--- src/rtl/vga_word_prefetch.sv ---
// Frame-buffer prefetch: streams FRAME_WORDS SRAM words from BASE_ADDR into a small FIFO for the VGA pixel stage.
// Optional PREFETCH_STATS_EN adds a saturating pop-while-empty counter output (underflow_cnt).
module vga_word_prefetch #(
    parameter logic [31:0] BASE_ADDR   = 32'h3E80,
    parameter int unsigned FRAME_WORDS = 384,
    parameter int unsigned DEPTH       = 4
) (
    input  logic        clk,
    input  logic        rst,
    input  logic [1:0]  VGA_state,
    input  logic        SRAM_busy,
    input  logic [31:0] SRAM_data_in,
    output logic        sram_req,
    output logic [31:0] sram_addr,
    input  logic        word_pop,
    output logic [31:0] word_out,
    output logic        word_valid,
    output logic        underflow,
    output logic        frame_done
`ifdef PREFETCH_STATS_EN
    ,
    output logic [7:0]  underflow_cnt
`endif
);

    localparam int unsigned PW   = $clog2(DEPTH);
    localparam int unsigned CNTW = $clog2(DEPTH) + 1;
    localparam int unsigned CW   = $clog2(FRAME_WORDS + 1);
    localparam logic [CNTW-1:0] DEPTH_C = CNTW'(DEPTH);
    localparam logic [CW-1:0]   FRAME_C = CW'(FRAME_WORDS);

    typedef enum logic [1:0] {
        S_IDLE,
        S_ARM,
        S_FETCH,
        S_DONE
    } state_t;

    state_t state_q, state_d;

    logic [31:0]     mem_q [DEPTH];
    logic [PW-1:0]   wr_ptr_q, wr_ptr_d;
    logic [PW-1:0]   rd_ptr_q, rd_ptr_d;
    logic [CNTW-1:0] count_q, count_d;
    logic [CW-1:0]   fetch_cnt_q, fetch_cnt_d;
    logic            req_q, req_d;
    logic [31:0]     addr_q, addr_d;
    logic            underflow_q, underflow_d;
    logic            done_q, done_d;
    logic            rearm_q, rearm_d;

    logic complete, rearm_req, push, pop_ok, pop_empty, pending_busy;

    always_comb begin
        complete     = (state_q == S_FETCH) && req_q && !SRAM_busy;
        pending_busy = req_q && SRAM_busy;
        rearm_req    = (state_q == S_FETCH) && ((VGA_state == 2'd1) || rearm_q);
        // A completion that coincides with a re-arm is dropped; ARM flushes anyway.
        push         = complete && !rearm_req;
        pop_ok       = word_pop && (count_q != '0);
        pop_empty    = word_pop && (count_q == '0);

        state_d     = state_q;
        wr_ptr_d    = wr_ptr_q;
        rd_ptr_d    = rd_ptr_q;
        fetch_cnt_d = fetch_cnt_q;
        req_d       = req_q;
        addr_d      = addr_q;
        underflow_d = underflow_q;
        done_d      = done_q;
        rearm_d     = rearm_q;

        if (push) begin
            wr_ptr_d = wr_ptr_q + 1'b1;
        end
        if (pop_ok) begin
            rd_ptr_d = rd_ptr_q + 1'b1;
        end
        count_d = count_q + CNTW'(push) - CNTW'(pop_ok);
        if (pop_empty) begin
            underflow_d = 1'b1;
        end

        case (state_q)
            S_IDLE: begin
                if (VGA_state == 2'd1) begin
                    state_d = S_ARM;
                end
            end
            S_ARM: begin
                wr_ptr_d    = '0;
                rd_ptr_d    = '0;
                count_d     = '0;
                fetch_cnt_d = '0;
                addr_d      = BASE_ADDR;
                underflow_d = 1'b0;
                done_d      = 1'b0;
                rearm_d     = 1'b0;
                req_d       = (FRAME_WORDS != 0);
                state_d     = S_FETCH;
            end
            S_FETCH: begin
                if (rearm_req) begin
                    if (pending_busy) begin
                        rearm_d = 1'b1;
                    end else begin
                        rearm_d = 1'b0;
                        req_d   = 1'b0;
                        state_d = S_ARM;
                    end
                end else begin
                    if (complete) begin
                        fetch_cnt_d = fetch_cnt_q + 1'b1;
                        addr_d      = addr_q + 32'd1;
                    end
                    // Next request looks at post-push/pop occupancy so a pop at full re-opens a slot at once.
                    if (!pending_busy) begin
                        req_d = (count_d < DEPTH_C) && (fetch_cnt_d < FRAME_C);
                    end
                    if ((fetch_cnt_q == FRAME_C) && !req_q) begin
                        state_d = S_DONE;
                        done_d  = 1'b1;
                    end
                end
            end
            S_DONE: begin
                if (VGA_state == 2'd0) begin
                    state_d = S_IDLE;
                end else if (VGA_state == 2'd1) begin
                    state_d = S_ARM;
                end
            end
            default: state_d = S_IDLE;
        endcase
    end

    always_ff @(posedge clk or posedge rst) begin
        if (rst) begin
            state_q     <= S_IDLE;
            wr_ptr_q    <= '0;
            rd_ptr_q    <= '0;
            count_q     <= '0;
            fetch_cnt_q <= '0;
            req_q       <= 1'b0;
            addr_q      <= '0;
            underflow_q <= 1'b0;
            done_q      <= 1'b0;
            rearm_q     <= 1'b0;
        end else begin
            state_q     <= state_d;
            wr_ptr_q    <= wr_ptr_d;
            rd_ptr_q    <= rd_ptr_d;
            count_q     <= count_d;
            fetch_cnt_q <= fetch_cnt_d;
            req_q       <= req_d;
            addr_q      <= addr_d;
            underflow_q <= underflow_d;
            done_q      <= done_d;
            rearm_q     <= rearm_d;
        end
    end

    always_ff @(posedge clk) begin
        if (push) begin
            mem_q[wr_ptr_q] <= SRAM_data_in;
        end
    end

`ifdef PREFETCH_STATS_EN
    logic [7:0] ucnt_q;

    always_ff @(posedge clk or posedge rst) begin
        if (rst) begin
            ucnt_q <= '0;
        end else if (pop_empty && (ucnt_q != 8'hFF)) begin
            ucnt_q <= ucnt_q + 8'd1;
        end
    end

    assign underflow_cnt = ucnt_q;
`endif

    assign sram_req   = req_q;
    assign sram_addr  = addr_q;
    assign word_valid = (count_q != '0);
    // Memory is not reset, so the head is masked to keep word_out at 0 while empty.
    assign word_out   = word_valid ? mem_q[rd_ptr_q] : '0;
    assign underflow  = underflow_q;
    assign frame_done = done_q;

endmodule

--- config.mk ---
export PLATFORM = sky130hd
export DESIGN_NAME = vga_word_prefetch
export DESIGN_NICKNAME = d
export VERILOG_FILES = /design/src/rtl/vga_word_prefetch.sv
export SDC_FILE = /design/constraint.sdc
export NUM_CORES = 1
export LEC_CHECK = 0
export BUFFER_PORTS_ARGS = -buffer_cell sky130_fd_sc_hd__buf_4
export CAP_MARGIN = 20
export CORE_ASPECT_RATIO = 1.25
export CORE_UTILIZATION = 62
export CTS_CLUSTER_DIAMETER = 40
export DETAILED_ROUTE_END_ITERATION = 8
export PLACE_DENSITY = 0.84
export REMOVE_ABC_BUFFERS = 1
export SYNTH_ARGS = -nofsm -noshare
export SYNTH_HDL_FRONTEND = slang
export SYNTH_SLANG_ARGS = --single-unit
--- constraint.sdc ---
create_clock -name clk -period 7.75 [get_ports clk]
set_input_delay 1.1625 -clock clk [delete_from_list [all_inputs] [get_ports clk]]
set_output_delay 1.1625 -clock clk [all_outputs]
set_load 0.02 [all_outputs]
==> flow_metrics.py <==
metrics = {
    "logic_synthesis": {
        "synth-simple-area-share_pct": 12.71,
        "post_synth_num_cell_types": 44,
        "synth-seq-cells": 182,
        "synth-seq-area-share_pct": 67.24,
        "syn_area_per_cell_um2": 15.06,
        "netlist_top_cells_count": "edfxtp_1, dfrtp_1, and2_1",
        "synth_edf_count": 128,
        "synth_top_area_share_pct": 49.75,
        "post_synthesis_compound_gate_area_fraction_pct": 2.866,
        "synth_top_family_by_area": "simple AND/OR/NAND/NOR gates",
        "synth.cell_area_mm2": 0.007726,
        "synth_mux_area_share_pct": 9.328,
        "synth-adder-area-share_pct": 1.717,
        "netlist_top_cells_area": "edfxtp_1, dfrtp_1, mux4_2, and2_1, xnor2_1",
        "post_synthesis_xor_xnor_area_fraction_pct": 4.308,
        "synthDominantAreaCellType": "edfxtp_1",
        "yosys_warnings": 0,
        "synth_async_sr_flop_share_pct": 29.67,
        "synth_most_common_cell": "edfxtp_1",
        "syn_inst_count": 513,
        "synth_flop_cell": "edfxtp_1",
    },
    "clocking": {
        "cts_hold_repair.buffers": 0,
        "cts_inserted_buffers": 17,
        "clk-insertion-delay-late_ns": 0.42,
        "cts.repair_timing.setup_buffer_count": 0,
        "post_cts_resize_count": 0,
        "cts-root-buf": "clkbuf_16",
        "clock_sink_count": 182,
        "cts.reportedPaths.clkPinSlew_ns": 0.07,
        "number_of_buffers_on_the_longest_clock_path": 2,
        "cts-htree-levels": 4,
        "tritoncts": "done",
    },
    "flow_run": {
        "drv_cap": 0,
    },
    "critical_path": {
        "worst_setup_path_start_kind": "register",
        "critical-path-top-delay-family": "buffers and inverters",
        "r2r_start": "count_q[1]",
        "worstRegToRegCells": 12,
        "timing.critical_path.slowest_cell_delay_ns": 0.62,
        "path_depth": 4,
        "worstPathMaxFanout": 26,
        "crit_chain": "buf_4 -> mux4_2 -> and2_1 -> buf_4",
        "startpoint": "rd_ptr_q[0]",
        "critical_path_arrival_ns": 2.45,
        "timing.critical_path.buf_inv": 2,
        "critPathCapture": "word_out[19]",
        "crit_path_top_delay_cell": "mux4_2",
        "critical_path.most_common_cell": "buf_4",
        "crit_path_end_kind": "output pin",
        "timing.critical_path.required_ns": 6.59,
        "reg2reg_to": "sram_req",
        "r2r_setup_slack_ns": 4.52,
        "worst_setup_path_category": "reg2out",
    },
    "timing": {
        "fin_skew_ns": 0.006662,
        "setup-violations-final": 0,
        "fin_setup_tns_ns": 0,
        "timing.final.max_slew_violations": 0,
        "tightestPinTransition_ns": 0.9498,
        "slew_headroom_pct": 36.61,
        "rsz0062_at_grt": "false",
        "final_critical_path_share_of_the_clock_period_pct": 46.56,
        "min_period_ns": 3.608,
        "fmaxAchievable_mhz": 277.1,
        "fin_hold_viols": 0,
    },
    "layout": {
        "multi_input_comb_area_mm2": 0.002407,
        "n_antenna_cell": 0,
        "syn_to_final_growth_pct": 20.52,
        "final_nets": 667,
        "post_route_cells_drive_above_1_share_pct": 29.11,
        "fillers": 721,
        "final_util_pct": 76.56,
        "area.sequential_mm2": 0.005196,
    },
    "placed_design": {
        "dp_hpwl_um": 9918,
        "buffer_ports.inserted": 105,
        "globalplace.congestion": 0.8720,
    },
    "detailed_routing": {
        "wl_met1_um": 5968,
        "met3RoutedLength_um": 1112,
        "sum_of_met2_wire_segment_lengths_after_detailed_routing_um": 8623,
        "post_drt_via_cell_ratio": 5.980,
        "dr.pass1.iters": 5,
        "drt-total-wl_um": 16050,
        "detail-route-antenna-nets": 0,
        "detail_route.drc_violations": 0,
        "maxUsedRoutingLayer": "met4",
        "detail_route.iter0.violations": 269,
        "via_count": 4760,
        "routed_wire_length_per_instance_um": 20.17,
    },
    "grt": {
        "grt-ovfl-total": 0,
        "vias_in_the_first_global_route": 4821,
        "grt_pass1_wl_um": 25020,
        "groute.usage.overall_pct": 26.57,
        "grt_max_degree": 55,
        "antenna_violations_before_repair": 0,
    },
    "floorplan": {
        "die-area_mm2": 0.01292,
        "die_height_um": 126.8,
        "floorplan.core_area_mm2": 0.01216,
        "num_rows": 45,
        "fp.dieW_um": 101.8,
        "initial_core_util_pct": 63.53,
        "ioPinCount": 106,
    },
    "pwr": {
        "vdd.ir_drop.worst_uv": 186.3,
        "power_density_mw_per_mm2": 334.8,
        "power.leakage_nw": 3.458,
    },
    "hold_path": {
        "worst_hold_path_type": "reg2reg",
    },
    "outcome": {
        "outcome": "finished, final reports clean",
    },
}
worst register-to-register path, delay by kind of cell, from the launching register on:
family          cells  cell delay (ns)
compound gates      2             0.30
xor+xnor            2             0.36
fa+ha+maj           3             0.82
buf+inv             3             0.57
flops               1             0.44
simple gates        2             0.64
per-layer routing:
layer | vias up | global-route usage, %
li1 | 2133 | -
met5 | - | 0
met3 | 29 | 6.777
met1 | 2398 | 31.69
met4 | 0 | 10.25
met2 | 200 | 46.07
cell usage in the layout, fill, tap and decap left out, types with 2 or more instances in the layout:
cell       instances
a31oi_1            2
nor2_1            37
inv_6              3
nand4_1            9
and2_1            34
buf_4            110
bufinv_16          4
mux4_2            32
nor3b_1            2
ha_1               9
o22ai_1            2
clkinv_4           5
clkbuf_16         17
nor4b_1            4
nor4_1             6
nand2_1           29
o31ai_1            3
a21oi_1            9
inv_2              2
edfxtp_1         128
nand2b_1           3
o21ai_0           10
or3_1              7
and3_1             3
xor2_1            16
and2_2             4
o311ai_0           3
nor3_1            10
nand3_1           18
and4_1             5
xnor2_1           22
inv_1             11
dfrtp_1           53
layout make-up:
class	instances	area share, %
tap	164	2.204
multi-input combinational	295	25.85
timing repair buffer	110	8.869
sequential	182	55.80
clock buffer	18	4.609
clock inverter	14	2.137
inverter	13	0.5241
metrics by stage:
stage          instance area, um^2  setup slack [ns]  hold WS (ns)  total power [mW]  instances
6_report                      9311             4.142        0.5213             3.118        796
5_1_grt                       9311             3.980        0.5388             3.252        796
4_1_cts                       9311             4.072        0.5217             3.135        796
3_5_place_dp                  8683             3.952        0.5021             2.224        764
3_3_place_gp                  8683             4.123        0.4948             2.184        764
2_1_floorplan                 7634             3.474        0.5273             1.847        490
cells by family (layout without fill, tap and decap cells):
family	Yosys count	count (layout)
fa+ha+maj	10	10
flops	182	182
simple gates	180	180
mux	32	32
compound gates	35	35
buf+inv	36	155
xor+xnor	38	38
sequential cells by signal, indices dropped and copies added (netlist names):
signal and flops:
mem_q 128, sram_addr 32, fetch_cnt_q 9, count_q 3, rd_ptr_q 2, state_q 2
wr_ptr_q 2, frame_done 1, rearm_q 1, sram_req 1, underflow 1
how the worst min path moves through the flow:
stage                              start        endpoint  slack, ns  cells past startpoint
after floorplan           fetch_cnt_q[0]  fetch_cnt_q[0]       0.53                      1
after global placement         underflow       underflow       0.49                      2
after detailed placement       underflow       underflow       0.50                      2
after CTS                     frame_done      frame_done       0.52                      1
after global routing          frame_done      frame_done       0.54                      1
final                         frame_done      frame_done       0.52                      1
where the power goes:
group / leakage [nW] / switching (mW) / internal (mW)
Sequential: 1.85 / 0.0806 / 1.13
Combinational: 1.30 / 0.547 / 0.454
Clock: 0.307 / 0.364 / 0.544
(Power assumes the default switching activity.)
